<file path="src/rtl/pipe_hazard_ctrl_pkg.sv">
// -----------------------------------------------------------------------------
// pipe_hazard_ctrl_pkg
// Shared constants and types for the pipeline stall/flush sequencer:
//   - writeback-source encoding that marks a load (WD_RAM)
//   - bit positions inside the susp / flush vectors
//   - DMEM handshake FSM state encodings
//   - packed control bundle and a source-operand hazard helper
// -----------------------------------------------------------------------------
package pipe_hazard_ctrl_pkg;

    // ex_wd_sel value that selects data memory as the writeback source
    localparam logic [1:0] WD_RAM = 2'b01;

    // susp = {ex_mem, id_ex, if_id, pc}
    localparam int SUSP_PC     = 0;
    localparam int SUSP_IF_ID  = 1;
    localparam int SUSP_ID_EX  = 2;
    localparam int SUSP_EX_MEM = 3;

    // flush = {id_ex, if_id}
    localparam int FLUSH_IF_ID = 0;
    localparam int FLUSH_ID_EX = 1;

    // DMEM FSM state encodings
    localparam logic [0:0] ST_IDLE = 1'b0;
    localparam logic [0:0] ST_WAIT = 1'b1;

    typedef struct packed {
        logic [3:0] susp;
        logic [1:0] flush;
        logic       wb_bubble;
    } hz_ctrl_t;

    // True when a used source operand matches a non-zero destination.
    // x0 is hardwired to zero, so it can never carry a real dependency.
    function automatic logic src_hit(input logic       used,
                                     input logic [4:0] rs,
                                     input logic [4:0] rd);
        return used && (rs == rd) && (rd != 5'd0);
    endfunction

endpackage

</file>
<file path="src/rtl/pipe_hazard_ctrl_if.sv">
// -----------------------------------------------------------------------------
// pipe_hazard_ctrl_if
// Bundle between the pipeline datapath and the hazard controller.
//   master : pipeline side, drives ID/EX/MEM status and dmem_ack,
//            receives stall/flush controls and debug status
//   slave  : hazard controller side (mirror directions)
// Signals:
//   id_rs1/id_rs1_used/id_rs2/id_rs2_used/id_valid  ID-stage operand info
//   ex_valid/ex_wR/ex_rf_we/ex_wd_sel/ex_redirect   EX-stage info
//   mem_valid/mem_acc/dmem_ack                      MEM-stage access handshake
//   dmem_req, susp[3:0], flush[1:0], wb_bubble      controls
//   dmem_err, stall_cnt[CNT_W-1:0]                  debug status
// -----------------------------------------------------------------------------
interface pipe_hazard_ctrl_if #(
    parameter int CNT_W = 32
);
    logic [4:0]       id_rs1;
    logic             id_rs1_used;
    logic [4:0]       id_rs2;
    logic             id_rs2_used;
    logic             id_valid;
    logic             ex_valid;
    logic [4:0]       ex_wR;
    logic             ex_rf_we;
    logic [1:0]       ex_wd_sel;
    logic             ex_redirect;
    logic             mem_valid;
    logic             mem_acc;
    logic             dmem_ack;
    logic             dmem_req;
    logic [3:0]       susp;
    logic [1:0]       flush;
    logic             wb_bubble;
    logic             dmem_err;
    logic [CNT_W-1:0] stall_cnt;

    modport master (
        output id_rs1, id_rs1_used, id_rs2, id_rs2_used, id_valid,
        output ex_valid, ex_wR, ex_rf_we, ex_wd_sel, ex_redirect,
        output mem_valid, mem_acc, dmem_ack,
        input  dmem_req, susp, flush, wb_bubble, dmem_err, stall_cnt
    );

    modport slave (
        input  id_rs1, id_rs1_used, id_rs2, id_rs2_used, id_valid,
        input  ex_valid, ex_wR, ex_rf_we, ex_wd_sel, ex_redirect,
        input  mem_valid, mem_acc, dmem_ack,
        output dmem_req, susp, flush, wb_bubble, dmem_err, stall_cnt
    );

endinterface

</file>
<file path="src/rtl/pipe_dmem_fsm.sv">
// -----------------------------------------------------------------------------
// pipe_dmem_fsm
// Variable-latency data-memory handshake for the MEM stage.
//
//   state   | meaning
//   --------+---------------------------------------------------------------
//   IDLE    | no access outstanding; request follows mem_valid & mem_acc
//   WAIT    | access issued, no ack yet; request held, tmo_cnt counts cycles
//
// Ports:
//   i_clk, i_rst   clock / synchronous active-high reset
//   i_mem_valid    MEM holds a real instruction
//   i_mem_acc      MEM instruction is a load or store
//   i_dmem_ack     memory completes the access this cycle
//   o_dmem_req     request to data memory (forced 0 during reset)
//   o_mem_busy     MEM cannot complete this cycle; pipeline must freeze
//   o_dmem_err     sticky timeout flag, cleared only by reset
// -----------------------------------------------------------------------------
module pipe_dmem_fsm
    import pipe_hazard_ctrl_pkg::*;
#(
    parameter int DMEM_TIMEOUT = 255
) (
    input  logic i_clk,
    input  logic i_rst,
    input  logic i_mem_valid,
    input  logic i_mem_acc,
    input  logic i_dmem_ack,
    output logic o_dmem_req,
    output logic o_mem_busy,
    output logic o_dmem_err
);

    localparam int              TMO_W    = $clog2(DMEM_TIMEOUT + 1);
    localparam logic [TMO_W-1:0] TMO_LAST = TMO_W'(DMEM_TIMEOUT);

    logic [0:0]       r_state;
    logic [TMO_W-1:0] r_tmo_cnt;
    logic             r_dmem_err;

    logic w_req;
    logic w_tmo_hit;

    // In WAIT the MEM stage is frozen, so the request is held regardless of
    // what mem_valid/mem_acc show.
    always_comb begin
        w_req = 1'b0;
        if (!i_rst) begin
            if (r_state == ST_WAIT) begin
                w_req = 1'b1;
            end else begin
                w_req = i_mem_valid & i_mem_acc;
            end
        end
    end

    // The final WAIT cycle completes as if acked, so it must not stall.
    assign w_tmo_hit  = (r_state == ST_WAIT) && (r_tmo_cnt == TMO_LAST);
    assign o_mem_busy = w_req & ~i_dmem_ack & ~w_tmo_hit;
    assign o_dmem_req = w_req;
    assign o_dmem_err = r_dmem_err;

    always_ff @(posedge i_clk) begin
        if (i_rst) begin
            r_state    <= ST_IDLE;
            r_tmo_cnt  <= '0;
            r_dmem_err <= 1'b0;
        end else if (r_state == ST_IDLE) begin
            if (w_req && !i_dmem_ack) begin
                r_state   <= ST_WAIT;
                r_tmo_cnt <= TMO_W'(1);
            end
        end else begin
            if (i_dmem_ack || w_tmo_hit) begin
                r_state   <= ST_IDLE;
                r_tmo_cnt <= '0;
                if (!i_dmem_ack) begin
                    r_dmem_err <= 1'b1;
                end
            end else begin
                r_tmo_cnt <= r_tmo_cnt + TMO_W'(1);
            end
        end
    end

endmodule

</file>
<file path="src/rtl/pipe_hazard_ctrl.sv">
// -----------------------------------------------------------------------------
// pipe_hazard_ctrl
// Central stall/flush sequencer for the 5-stage pipeline
// (PC, IF/ID, ID/EX, EX/MEM, MEM/WB).
//
// Ports:
//   i_cpu_clk   clock, all state updates on posedge
//   i_cpu_rst   synchronous reset, active-high; forces all controls to 0
//   bus         pipe_hazard_ctrl_if.slave (see interface header)
//
// Per-cycle priority (exactly one applies):
//   1 MEM busy      : freeze PC..EX/MEM, bubble into MEM/WB
//   2 EX redirect   : flush IF/ID and ID/EX
//   3 load-use      : hold PC and IF/ID, bubble into ID/EX
//   4 otherwise     : advance
// -----------------------------------------------------------------------------
module pipe_hazard_ctrl
    import pipe_hazard_ctrl_pkg::*;
#(
    parameter int DMEM_TIMEOUT = 255,
    parameter int CNT_W        = 32
) (
    input  logic               i_cpu_clk,
    input  logic               i_cpu_rst,
    pipe_hazard_ctrl_if.slave  bus
);

    logic             w_mem_busy;
    logic             w_dmem_req;
    logic             w_dmem_err;
    logic             w_load_use;
    logic             w_redirect;
    hz_ctrl_t         w_ctrl;
    logic [CNT_W-1:0] r_stall_cnt;

    pipe_dmem_fsm #(
        .DMEM_TIMEOUT (DMEM_TIMEOUT)
    ) u_dmem_fsm (
        .i_clk       (i_cpu_clk),
        .i_rst       (i_cpu_rst),
        .i_mem_valid (bus.mem_valid),
        .i_mem_acc   (bus.mem_acc),
        .i_dmem_ack  (bus.dmem_ack),
        .o_dmem_req  (w_dmem_req),
        .o_mem_busy  (w_mem_busy),
        .o_dmem_err  (w_dmem_err)
    );

    assign w_load_use = bus.ex_valid & bus.ex_rf_we
                      & (bus.ex_wd_sel == WD_RAM)
                      & bus.id_valid
                      & (src_hit(bus.id_rs1_used, bus.id_rs1, bus.ex_wR)
                       | src_hit(bus.id_rs2_used, bus.id_rs2, bus.ex_wR));

    assign w_redirect = bus.ex_redirect & bus.ex_valid;

    // While frozen, EX and ID are held, so redirect and load-use are simply
    // re-evaluated on the first advancing cycle. Redirect beats load-use
    // because the dependent ID instruction is squashed anyway.
    always_comb begin
        w_ctrl = '0;
        if (!i_cpu_rst) begin
            if (w_mem_busy) begin
                w_ctrl.susp      = 4'b1111;
                w_ctrl.wb_bubble = 1'b1;
            end else if (w_redirect) begin
                w_ctrl.flush[FLUSH_IF_ID] = 1'b1;
                w_ctrl.flush[FLUSH_ID_EX] = 1'b1;
            end else if (w_load_use) begin
                w_ctrl.susp[SUSP_PC]      = 1'b1;
                w_ctrl.susp[SUSP_IF_ID]   = 1'b1;
                w_ctrl.flush[FLUSH_ID_EX] = 1'b1;
            end
        end
    end

    always_ff @(posedge i_cpu_clk) begin
        if (i_cpu_rst) begin
            r_stall_cnt <= '0;
        end else if ((|w_ctrl.susp) && (r_stall_cnt != '1)) begin
            r_stall_cnt <= r_stall_cnt + CNT_W'(1);
        end
    end

    assign bus.dmem_req  = w_dmem_req;
    assign bus.susp      = w_ctrl.susp;
    assign bus.flush     = w_ctrl.flush;
    assign bus.wb_bubble = w_ctrl.wb_bubble;
    assign bus.dmem_err  = w_dmem_err;
    assign bus.stall_cnt = r_stall_cnt;

endmodule

</file>
<file path="src/flat_wrapper.sv">
// flat-port wrapper written by rule: the top's interface ports become plain ports
module pipe_hazard_ctrl_flat import pipe_hazard_ctrl_pkg::*;
#(
    parameter int DMEM_TIMEOUT = 255,
    parameter int CNT_W        = 32
)
  (i_cpu_clk, i_cpu_rst, bus_id_rs1, bus_id_rs1_used, bus_id_rs2, bus_id_rs2_used, bus_id_valid, bus_ex_valid, bus_ex_wR, bus_ex_rf_we, bus_ex_wd_sel, bus_ex_redirect, bus_mem_valid, bus_mem_acc, bus_dmem_ack, bus_dmem_req, bus_susp, bus_flush, bus_wb_bubble, bus_dmem_err, bus_stall_cnt);
  pipe_hazard_ctrl_if #(.CNT_W(CNT_W)) bus_i ();
  input  logic i_cpu_clk;
  input  logic i_cpu_rst;
  input wire logic [$bits(bus_i.id_rs1)-1:0] bus_id_rs1;
  input wire logic [$bits(bus_i.id_rs1_used)-1:0] bus_id_rs1_used;
  input wire logic [$bits(bus_i.id_rs2)-1:0] bus_id_rs2;
  input wire logic [$bits(bus_i.id_rs2_used)-1:0] bus_id_rs2_used;
  input wire logic [$bits(bus_i.id_valid)-1:0] bus_id_valid;
  input wire logic [$bits(bus_i.ex_valid)-1:0] bus_ex_valid;
  input wire logic [$bits(bus_i.ex_wR)-1:0] bus_ex_wR;
  input wire logic [$bits(bus_i.ex_rf_we)-1:0] bus_ex_rf_we;
  input wire logic [$bits(bus_i.ex_wd_sel)-1:0] bus_ex_wd_sel;
  input wire logic [$bits(bus_i.ex_redirect)-1:0] bus_ex_redirect;
  input wire logic [$bits(bus_i.mem_valid)-1:0] bus_mem_valid;
  input wire logic [$bits(bus_i.mem_acc)-1:0] bus_mem_acc;
  input wire logic [$bits(bus_i.dmem_ack)-1:0] bus_dmem_ack;
  output wire logic [$bits(bus_i.dmem_req)-1:0] bus_dmem_req;
  output wire logic [$bits(bus_i.susp)-1:0] bus_susp;
  output wire logic [$bits(bus_i.flush)-1:0] bus_flush;
  output wire logic [$bits(bus_i.wb_bubble)-1:0] bus_wb_bubble;
  output wire logic [$bits(bus_i.dmem_err)-1:0] bus_dmem_err;
  output wire logic [$bits(bus_i.stall_cnt)-1:0] bus_stall_cnt;
  assign bus_i.id_rs1 = bus_id_rs1;
  assign bus_i.id_rs1_used = bus_id_rs1_used;
  assign bus_i.id_rs2 = bus_id_rs2;
  assign bus_i.id_rs2_used = bus_id_rs2_used;
  assign bus_i.id_valid = bus_id_valid;
  assign bus_i.ex_valid = bus_ex_valid;
  assign bus_i.ex_wR = bus_ex_wR;
  assign bus_i.ex_rf_we = bus_ex_rf_we;
  assign bus_i.ex_wd_sel = bus_ex_wd_sel;
  assign bus_i.ex_redirect = bus_ex_redirect;
  assign bus_i.mem_valid = bus_mem_valid;
  assign bus_i.mem_acc = bus_mem_acc;
  assign bus_i.dmem_ack = bus_dmem_ack;
  assign bus_dmem_req = bus_i.dmem_req;
  assign bus_susp = bus_i.susp;
  assign bus_flush = bus_i.flush;
  assign bus_wb_bubble = bus_i.wb_bubble;
  assign bus_dmem_err = bus_i.dmem_err;
  assign bus_stall_cnt = bus_i.stall_cnt;
  pipe_hazard_ctrl #(.DMEM_TIMEOUT(DMEM_TIMEOUT), .CNT_W(CNT_W)) u_core (.i_cpu_clk(i_cpu_clk), .i_cpu_rst(i_cpu_rst), .bus(bus_i));
endmodule
</file>
<file path="config.mk">
export PLATFORM = sky130hd
export DESIGN_NAME = pipe_hazard_ctrl_flat
export DESIGN_NICKNAME = d
export VERILOG_FILES = /design/src/rtl/pipe_hazard_ctrl_pkg.sv /design/src/rtl/pipe_hazard_ctrl_if.sv /design/src/rtl/pipe_dmem_fsm.sv /design/src/rtl/pipe_hazard_ctrl.sv /design/src/flat_wrapper.sv
export SDC_FILE = /design/constraint.sdc
export NUM_CORES = 1
export LEC_CHECK = 0
export CAP_MARGIN = 10
export CORE_MARGIN = 2
export CORE_UTILIZATION = 45
export CTS_BUF_LIST = sky130_fd_sc_hd__clkbuf_2
export DETAILED_ROUTE_END_ITERATION = 8
export GPL_TIMING_DRIVEN = 0
export PLACE_DENSITY = 0.78
export SLEW_MARGIN = 10
export SYNTH_ARGS = -nofsm -noshare
export SYNTH_HDL_FRONTEND = slang
export SYNTH_SLANG_ARGS = --single-unit
</file>
<file path="constraint.sdc">
create_clock -name i_cpu_clk -period 2.4 [get_ports i_cpu_clk]
set_input_delay 0.24 -clock i_cpu_clk [delete_from_list [all_inputs] [get_ports i_cpu_clk]]
set_output_delay 0.24 -clock i_cpu_clk [all_outputs]
set_load 0.005 [all_outputs]
</file>
After elaboration in Yosys (flattened, before gate mapping)
Cells that the tools add are included.
{"block": "op_classes", "add_sub_neg": 2, "n_eq_ne": 5, "n_reduce_logical": 13, "muxes": 17, "n_bitwise": 11}
{"op": "adder 32 x 1 -> 32 bit, second input constant", "count": 1}
{"op": "!= test 32 bit, second input constant", "count": 1}
{"op": "2-to-1 mux 8 bit", "count": 3}
{"op": "== test 5 bit", "count": 2}
{"op": "adder 8 x 1 -> 8 bit, second input constant", "count": 1}
{"op": "bitwise AND 1 bit", "count": 8}
{"op": "== test 8 bit, second input constant", "count": 1}
{"op": "2-to-1 mux 1 bit", "count": 8}
{"op": "2-to-1 mux 2 bit", "count": 4}
{"op": "logical AND 1 bit", "count": 7}
{"op": "2-to-1 mux 7 bit", "count": 1}
{"op": "nonzero test 5 bit", "count": 1}
{"op": "OR reduction 4 bit", "count": 1}
{"op": "2-to-1 mux 3 bit", "count": 1}
{"op": "AND reduction 3 bit", "count": 1}
{"op": "== test 2 x 1 -> 1 bit, second input constant", "count": 1}
{"op": "NOT 1 bit", "count": 2}
{"op": "nonzero test 2 bit", "count": 1}
{"op": "zero test 1 bit", "count": 1}
{"op": "logical OR 1 bit", "count": 1}
{"op": "bitwise OR 1 bit", "count": 1}
{"block": "word_totals", "word_cells": 52, "inputBits": 28, "register_bits": 42, "output_inout_bits": 41}

Longest topological paths before layout
Gate-level depths: netlist of the first run.
{"block": "depth", "word_depth": 11, "mapped_depth": 10, "mapped_depth_nobuf": 8}

Cells and area by module
A second synthesis of the first run with hierarchy kept.
{"block": "hier_totals", "hier_cells": 294, "area_unflattened_um2": 2369.8}
{"module": "pipe_hazard_ctrl", "n_inst": 1, "cells_per_inst": 232, "area_each_um2": 1839.3, "seq_area_each_um2": 640.6}
{"module": "pipe_dmem_fsm", "n_inst": 1, "cells_per_inst": 62, "area_each_um2": 530.5, "seq_area_each_um2": 200.2}

Least setup slack after synthesis of the first run
Ideal clock, no wire load.
{"block": "synth_timing", "kind": "reg2reg", "from": "reg u_core.u_dmem_fsm.r_tmo_cnt[0]", "to": "reg u_core.r_stall_cnt[17] (netlist: u_core.bus.stall_cnt[17])", "slack_ns": 0.135, "n_path_buf": 1, "setup_ns": 0.121, "stages_incl_launch_ff": 9, "arrival_time_ns": 2.145, "synth_period_minus_slack_ns": 2.265, "cell_sequence": "dfxtp_1 -> ha_1 -> and4_1 -> and4_2 -> a21boi_4 -> a31oi_2 -> buf_4 -> nor4_1 -> mux2_2"}
{"block": "synth_between", "elab_chain_cells": 8, "elab_cells_between_ends": 9, "cone_classes": "1 x eq/ne; 3 x mux; 2 x bitwise; 3 x reduce/logical"}
{"item": "start: declaration", "line_no": "pipe_dmem_fsm.sv:38", "source": "logic [TMO_W-1:0] r_tmo_cnt;"}
{"item": "start signal: assignment", "line_no": "pipe_dmem_fsm.sv:81", "source": "r_tmo_cnt <= r_tmo_cnt + TMO_W'(1);"}
{"item": "== test 8 bit *", "line_no": "pipe_dmem_fsm.sv:58", "source": "assign w_tmo_hit = (r_state == ST_WAIT) && (r_tmo_cnt == TMO_LAST);"}
{"item": "logical AND 1 bit *", "line_no": "pipe_dmem_fsm.sv:58"}
{"item": "NOT 1 bit *", "line_no": "pipe_dmem_fsm.sv:59", "source": "assign o_mem_busy = w_req & ~i_dmem_ack & ~w_tmo_hit;"}
{"item": "bitwise AND 1 bit *", "line_no": "pipe_dmem_fsm.sv:59"}
{"item": "2-to-1 mux 2 bit", "line_no": "pipe_hazard_ctrl.sv:63", "source": "if (w_mem_busy) begin"}
{"item": "2-to-1 mux 7 bit *", "line_no": "pipe_hazard_ctrl.sv:62", "source": "if (!i_cpu_rst) begin"}
{"item": "OR reduction 4 bit *", "line_no": "pipe_hazard_ctrl.sv:80", "source": "end else if ((|w_ctrl.susp) && (r_stall_cnt != '1)) begin"}
{"item": "logical AND 1 bit *", "line_no": "pipe_hazard_ctrl.sv:80"}
{"item": "end signal: assignment", "line_no": "pipe_hazard_ctrl.sv:81", "source": "r_stall_cnt <= r_stall_cnt + CNT_W'(1);"}
{"item": "end: declaration", "line_no": "pipe_hazard_ctrl.sv:34", "source": "logic [CNT_W-1:0] r_stall_cnt;"}
Every way passes the cells marked *; elsewhere a longest branch is shown, timed or not.
A chain may end at the register's enable or synchronous reset.

Final worst setup path of the first run
{"block": "layout_timing", "from": "reg u_core.u_dmem_fsm.r_tmo_cnt[1]", "to": "out bus_susp[1]"}
{"block": "layout_between", "elab_chain_cells": 6}
{"item": "== test 8 bit", "line_no": "pipe_dmem_fsm.sv:58"}
{"item": "logical AND 1 bit", "line_no": "pipe_dmem_fsm.sv:58"}
{"item": "NOT 1 bit", "line_no": "pipe_dmem_fsm.sv:59"}
{"item": "bitwise AND 1 bit", "line_no": "pipe_dmem_fsm.sv:59"}
{"item": "2-to-1 mux 2 bit", "line_no": "pipe_hazard_ctrl.sv:63"}
{"item": "2-to-1 mux 7 bit", "line_no": "pipe_hazard_ctrl.sv:62"}
{"item": "end: declaration", "line_no": "flat_wrapper.sv:25", "source": "output wire logic [$bits(bus_i.susp)-1:0] bus_susp;"}
Every way passes these cells.

==> summary.md, run 1 <==
| Metric | Value |
|---|---|
| Number of enable flip-flop cells after synthesis | 0 |
| Num rows | 27 |
| Unrepaired setup endpoints after global routing | true |
| Die ar. | 6160 sq um |
| Sequential power share | 0.605 |
| Register area share after synthesis | 0.337 |
| Buffers on Ports | 67 |
| Crit Path Max Fanout | 3 |
| Endpoints failing setup | 0 |
| Yosys Warn Count | 0 |
| Stages on worst setup path | 10 |
| DP HPWL | 4.83 mm |
| Syn nets | 319 |
| Core ar. | 5440 sq um |
| Via count | 2675 |
| Family with the most delay on the worst path | simple AND/OR/NAND/NOR gates |
| Combinational share of power | 0.129 |
| Hold WS | 0.181 ns |
| Crit path buf inv count | 5 |
| WL final | 6.96 mm |
| DRC violations left | 0 |
| Fin util | 0.634 |
| Clk_skew | 0.0301 ns |
| Slowest CP cell | dfxtp_2 |
| Switching portion of total power | 0.264 |
| Psw | 308 uW |
| Lkg Pwr | 0.00117 uW |
| Final hold vios | 0 |
| Max_slew headroom | 0.682 |
| Outcome | finished, final reports clean |
| CTS sink cnt | 42 |
| Synthesized area | 2490 sq um |
| Yosys top cell area share | 0.337 |
| TritonCTS clock tree | done |
| Ranking of synthesized cells by area | dfxtp_1 34%, or4_1 6.3%, o31ai_1 6.0% |
| CTS Hold Bufs | 0 |
| Die Y | 78.5 microns |
| Clock buffer depth | 2 |
| WL/cell | 15.6 microns |
| Drt first pass iters | 6 |
| Crit. End Element | primary output |
| Synth cell types | 50 |
| Cell count after synthesis | 289 |
| Largest area contributor in the netlist | dfxtp_1 |
| Largest net degree at the start of global routing | 13 |
| CP Data Required Time | 2.16 ns |
| First-pass GRT wire length | 11.7 mm |
| Post-Syn Area per Cell | 8.63 sq um |
| Critical path's largest stage delay | 0.40 ns |
| Max IR drop VDD | 0.210 mV |
| Tmin final | 2.37 ns |
| Synth Register Bits | 42 |
| WP data arrival | 2.13 ns |
| Commonest non-fill, non-tap cell in the layout | clkdlybuf4s50_1 |
| GPL Wtd Cong | 0.893 |
| Most frequent cells in the layout | 60 x clkdlybuf4s50_1, 38 x dfxtp_1, 29 x a21oi_1 |
| Avg Vias per Cell | 5.98 |
| Fraction of the cycle the final worst path needs | 0.988 |
| Share of layout cells above drive strength 1 | 0.179 |
| Ant diodes | 0 |
| Max Slew Vio Count | 0 |
| ANT nets after route | 0 |
| Max-cap violation count | 0 |
| Clk_lat worst skew | 0.42 ns |
| Clk root buf | clkbuf_2 |
| Crit path kind | flip-flop to primary output |
| Initial Util | 0.459 |
| Total global-route track usage | 0.234 |
| FF-to-FF path depth | 9 |
| Die W | 78.5 microns |
| Crit-path most repeated cell | buf_6 |
| Initial drt markers | 173 |
| Net count, final | 404 |
| Class of the most critical hold timing path | input pin to flip-flop |
| # IOs | 69 |
| Layout Area Growth over Synthesis | 38.3% |
| Num CTS Buffers | 5 |
| Crit path cell chain | ha_4 > and4_4 > and4_4 > a21boi_4 > a31oi_4 > buf_6 > buf_8 > inv_4 > buf_6 > buf_6 |
| Synth async-reset ratio | 0 |
| Pwr dens | 338 nW/um^2 |
| Filler cell count | 469 |
| Grt ovf | 0 |
| Pint | 858 uW |
| Hold Path Depth | 3 |
| Clock power share | 0.266 |
| Clk slew on worst S/H paths | 0.22 ns |
| Vias in the first global route | 2475 |
| Htree depth | 2 |
| Top_reg_cell synth | dfxtp_1 |
| Peak Freq | 0.422 GHz |
| Worst setup SP type | flip-flop |
| Slew of the pin with the lowest slew margin | 0.477 ns |
| Initial antenna violation count | 0 |
## through the flow
step | std cells | setup slack [ns] | power [uW] | area (sq um) | setup TNS (ns)
3_5_place_dp | 428 | -0.575 | 861 | 3260 | -5.57
5_1_grt | 447 | -0.0733 | 1210 | 3450 | -0.0733
2_1_floorplan | 289 | 0.135 | 784 | 2490 | 0
4_1_cts | 446 | -0.0357 | 1170 | 3400 | -0.0357
6_report | 447 | 0.0283 | 1170 | 3450 | 0
3_3_place_gp | 428 | -0.536 | 860 | 3260 | -5.12
## metal layers
metal | part of all wire | track usage | up-vias
met5 | 0 | 0 | -
met3 | 0.065 | 0.0483 | 9
met2 | 0.48 | 0.374 | 107
met1 | 0.45 | 0.320 | 1269
li1 | - | - | 1290
met4 | 0.013 | 0.0649 | 0
## tightest hold or removal path, delay by kind of cell
family	cells	cell delay, ns
buf+inv	1	0.17
compound gates	1	0.05
simple gates	1	0.13
## registers in the layout, summed over array words and instances (netlist names)
register	flops
u_core.u_dmem_fsm.r_state	1
u_core.bus.stall_cnt	32
u_core.u_dmem_fsm.o_dmem_err	1
u_core.u_dmem_fsm.r_tmo_cnt	8
## cells by family after synthesis
family / Yosys count / synth area share
AOI/OAI and AO/OA: 80 / 0.220
muxes: 3 / 0.0165
adders and majority gates: 2 / 0.0100
DFF: 42 / 0.337
and+or+nand+nor: 125 / 0.305
buffers and inverters: 27 / 0.0757
xor gates and xnor gates: 10 / 0.0351
## cell usage after synthesis, drive strengths merged, types with 4 or more instances
cell    instances
o21ai           5
xnor2          10
clkbuf          4
nor2           18
buf            17
or4            21
dfxtp          42
nor2b           5
o311ai          6
nand4          10
nand3          19
a21oi          30
nand2          16
and4            6
inv             6
o41ai           6
and3            8
nor3            7
o31ai          20
## power by group through the flow
stage	Combinational, uW	Sequential, uW	Clock, uW
after floorplan	65.6	718	0
after global routing	164	707	343
after CTS	149	706	318
after global placement	141	719	0
after detailed placement	142	719	0
final	150	706	310
## worst paths after layout
path / start / to / slack, ns
max reg2reg: u_core.u_dmem_fsm.r_tmo_cnt[1]$_SDFFE_PP0P_ / u_core.bus.stall_cnt[17]$_SDFFE_PP0P_ / 0.12
min reg2reg: u_core.bus.stall_cnt[10]$_SDFFE_PP0P_ / u_core.bus.stall_cnt[10]$_SDFFE_PP0P_ / 0.52
min: i_cpu_rst / u_core.bus.stall_cnt[29]$_SDFFE_PP0P_ / 0.18
max: u_core.u_dmem_fsm.r_tmo_cnt[1]$_SDFFE_PP0P_ / bus_susp[1] / 0.03
## cell type report
class | count | area [sq um] | share of cell area
buffer | 21 | 184 | 0.0533
clock buffer | 6 | 30.0 | 0.00871
timing repair buffer | 78 | 748 | 0.217
tap | 72 | 90.1 | 0.0261
clock inverter | 2 | 8.76 | 0.00254
multi-input combinational | 220 | 1520 | 0.440
inverter | 6 | 25.0 | 0.00725
sequential | 42 | 846 | 0.245
## timing repair
item	4_1_cts	5_1_grt
buffers inserted	10	1
gates resized for setup	19	17
pin swaps	5	2
setup endpoints to repair	39	31
Power figures use the tool's default switching activity.
==> inputs of run 2 (changes only) <==
--- a/config.mk
+++ b/config.mk
@@ -7,11 +7,11 @@
 export LEC_CHECK = 0
 export CAP_MARGIN = 10
 export CORE_MARGIN = 2
-export CORE_UTILIZATION = 45
+export CORE_UTILIZATION = 40
 export CTS_BUF_LIST = sky130_fd_sc_hd__clkbuf_2
 export DETAILED_ROUTE_END_ITERATION = 8
 export GPL_TIMING_DRIVEN = 0
-export PLACE_DENSITY = 0.78
+export PLACE_DENSITY = 0.7
 export SLEW_MARGIN = 10
 export SYNTH_ARGS = -nofsm -noshare
 export SYNTH_HDL_FRONTEND = slang
==> run 2 against run 1 <==
Net effect: clock power shrank 2%; combinational power is essentially flat; cell area down 0.29%; maximum frequency rose by 4.5%; non-clock buffer count rose by 1; flip-flop and latch count is the same; worst hold slack improved by 0.061 ns; power is 0.33% lower; routed wire length rose by 1.5%.
==> summary.md, run 2 (synthesis gave the netlist of run 1 again) <==
| Metric | Value |
|---|---|
| Clk_lat worst skew | 0.40 ns (-0.02 ns) |
| Max_slew headroom | 0.638 (-0.0437) |
| Buffers on Ports | 67 (unchanged) |
| Crit Path Max Fanout | 10 (+7) |
| Class of the most critical hold timing path | input pin to flip-flop |
| Top sig layer | met4 |
| Initial Util | 0.416 (-0.0422) |
| Initial drt markers | 205 (+18%) |
| Die W | 83.0 microns (+5.8%) |
| CP Data Required Time | 2.68 ns (+0.52 ns) |
| ANT nets after route | 0 (unchanged) |
| Largest register FFs | 32 (unchanged) |
| Hold WS | 0.242 ns (+0.0607 ns) |
| PnR worst setup slack | 0.130 ns (+0.101 ns) |
| Avg Vias per Cell | 5.90 (-1.5%) |
| Clk slew on worst S/H paths | 0.20 ns (-0.02 ns) |
| Htree depth | 2 (unchanged) |
| Largest net degree at the start of global routing | 12 (-1) |
| Crit path kind | flip-flop to flip-flop |
| Family with the most delay on the worst path | simple AND/OR/NAND/NOR gates |
| Vias in the first global route | 2618 (+5.8%) |
| Share of layout cells above drive strength 1 | 0.179 (unchanged) |
| Crit path cell chain | and4_1 > and4_1 > and3_1 > and2_4 > buf_6 > buf_12 > buf_6 > o311ai_0 > o41ai_1 |
| WL/cell | 15.7 microns (+0.77%) |
| Clock buffer depth | 2 (unchanged) |
| Die Y | 83.0 microns (+5.8%) |
| First-pass GRT wire length | 11.9 mm (+2.1%) |
| Tot Pwr | 1160 uW (-0.33%) |
| Pwr dens | 338 nW/um^2 (about the same) |
| Max-cap violation count | 0 (unchanged) |
| Max Slew Vio Count | 0 (unchanged) |
| Initial antenna violation count | 0 (unchanged) |
| WL final | 7.07 mm (+1.5%) |
| Core ar. | 5990 sq um (+10%) |
| Slowest CP cell | dfxtp_1 |
| Post-route insts no fill | 450 (+0.67%) |
| Dpl cells | 431 (+0.70%) |
| Grt ovf | 0 (unchanged) |
| GPL Wtd Cong | 0.849 (-4.9%) |
| Peak Freq | 0.440 GHz (+4.5%) |
| Critical path's largest stage delay | 0.40 ns (about the same) |
| CTS sink cnt | 42 (unchanged) |
| Crit path buf inv count | 3 (-2) |
| Final hold vios | 0 (unchanged) |
| Tmin final | 2.27 ns (-0.101 ns) |
| Endpoints failing setup | 0 (unchanged) |
| Layout Area Growth over Synthesis | 37.9% |
| DRC violations left | 0 (unchanged) |
| Drt first pass iters | 5 (-1) |
| Commonest non-fill, non-tap cell in the layout | clkdlybuf4s50_1 |
| Die ar. | 6880 sq um (+12%) |
| Max IR drop VDD | 0.276 mV (+31%) |
| Num CTS Buffers | 5 (unchanged) |
| Most frequent cells in the layout | 60 x clkdlybuf4s50_1, 38 x dfxtp_1, 29 x a21oi_1 |
| Ant diodes | 0 (unchanged) |
| Total global-route track usage | 0.206 (-0.0280) |
| Dpl ws | -0.564 ns (+0.0110 ns) |
| M1 WL | 3.02 mm (-2.9%) |
| WP data arrival | 2.55 ns (+0.42 ns) |
| CTS Hold Bufs | 0 (unchanged) |
| Fin util | 0.574 (-0.0601) |
| Clk_skew | 0.0211 ns (-0.00900 ns) |
| DP HPWL | 4.97 mm (+2.8%) |
| Lkg Pwr | 0.00118 uW (+0.33%) |
| TritonCTS clock tree | done |
| Net count, final | 405 (+0.25%) |
| Num rows | 28 (+3.7%) |
| Worst setup SP type | flip-flop |
| # IOs | 69 (unchanged) |
| Slew of the pin with the lowest slew margin | 0.542 ns (+0.0656 ns) |
| DR WL met3 | 555 microns (+23%) |
| Via count | 2653 (-0.82%) |
| Met2 wire length | 3.43 mm (+3.7%) |
| Outcome | finished, final reports clean |
| Crit. End Element | flip-flop |
| Fraction of the cycle the final worst path needs | 0.946 (-0.0423) |
| Clk root buf | clkbuf_2 |
==> run 2: cell count changes in the layout (fill, tap and decap cells not counted), sizes merged <==
cell	before	now
buf	31	30
clkbuf	11	14
clkinv	2	0
==> run 2: worst register-to-register path, cell delays in order, from the launching register on <==
cell and delay, ns:
dfxtp_1 0.40, and4_1 0.25, and4_1 0.28, and3_1 0.21
and2_4 0.16, buf_6 0.13, buf_12 0.14, buf_6 0.14
o311ai_0 0.32, o41ai_1 0.13
==> run 2: repair_timing <==
item	CTS	global route
resized for setup	18	21
endpoints found under the setup margin	39	35
endpoints found under the hold margin	0	0
pin swaps	5	3
buffers inserted	11	2
==> run 2: routing by layer <==
| layer | global-route usage | vias to the layer above |
|---|---|---|
| li1 | - | 1291 |
| met2 | 0.351 | 109 |
| met4 | 0.0686 | 0 |
| met3 | 0.0467 | 5 |
| met1 | 0.256 | 1248 |
| met5 | 0 | - |
==> run 2: final timing paths <==
path | start | endpoint | slack, ns | cells past startpoint
max | u_core.bus.stall_cnt[15]$_SDFFE_PP0P_ | u_core.bus.stall_cnt[4]$_SDFFE_PP0P_ | 0.13 | 9
min | i_cpu_rst | u_core.bus.stall_cnt[29]$_SDFFE_PP0P_ | 0.24 | 3
max reg2reg | u_core.bus.stall_cnt[15]$_SDFFE_PP0P_ | u_core.bus.stall_cnt[4]$_SDFFE_PP0P_ | 0.13 | 9
min reg2reg | u_core.u_dmem_fsm.o_dmem_err$_SDFFE_PP0P_ | u_core.u_dmem_fsm.o_dmem_err$_SDFFE_PP0P_ | 0.51 | 2
==> run 2: final cells by class <==
class	count	area (sq um)
clock buffers	7	35.0
repair buffers	80	758
well taps	75	93.8
inverters	6	25.0
fillers	550	2550
plain buffers	20	173
flip-flops and latches	42	846
multi-input cells	220	1510
==> run 2: per-stage QoR <==
stage	setup TNS (ns)	instance area, sq um
finish	0	3440
global route	-0.0234	3440
CTS	0	3410
detailed placement	-6.03	3260
global placement	-5.22	3260
floorplan	0	2490
==> run 2: power breakdown <==
| part | total (uW) | switching, uW | internal (uW) | leakage (uW) |
|---|---|---|---|---|
| Sequential | 706 | 3.87 | 702 | 0.000340 |
| Clock | 304 | 228 | 75.9 | 0.0000291 |
| Combinational | 153 | 68.2 | 84.6 | 0.000807 |
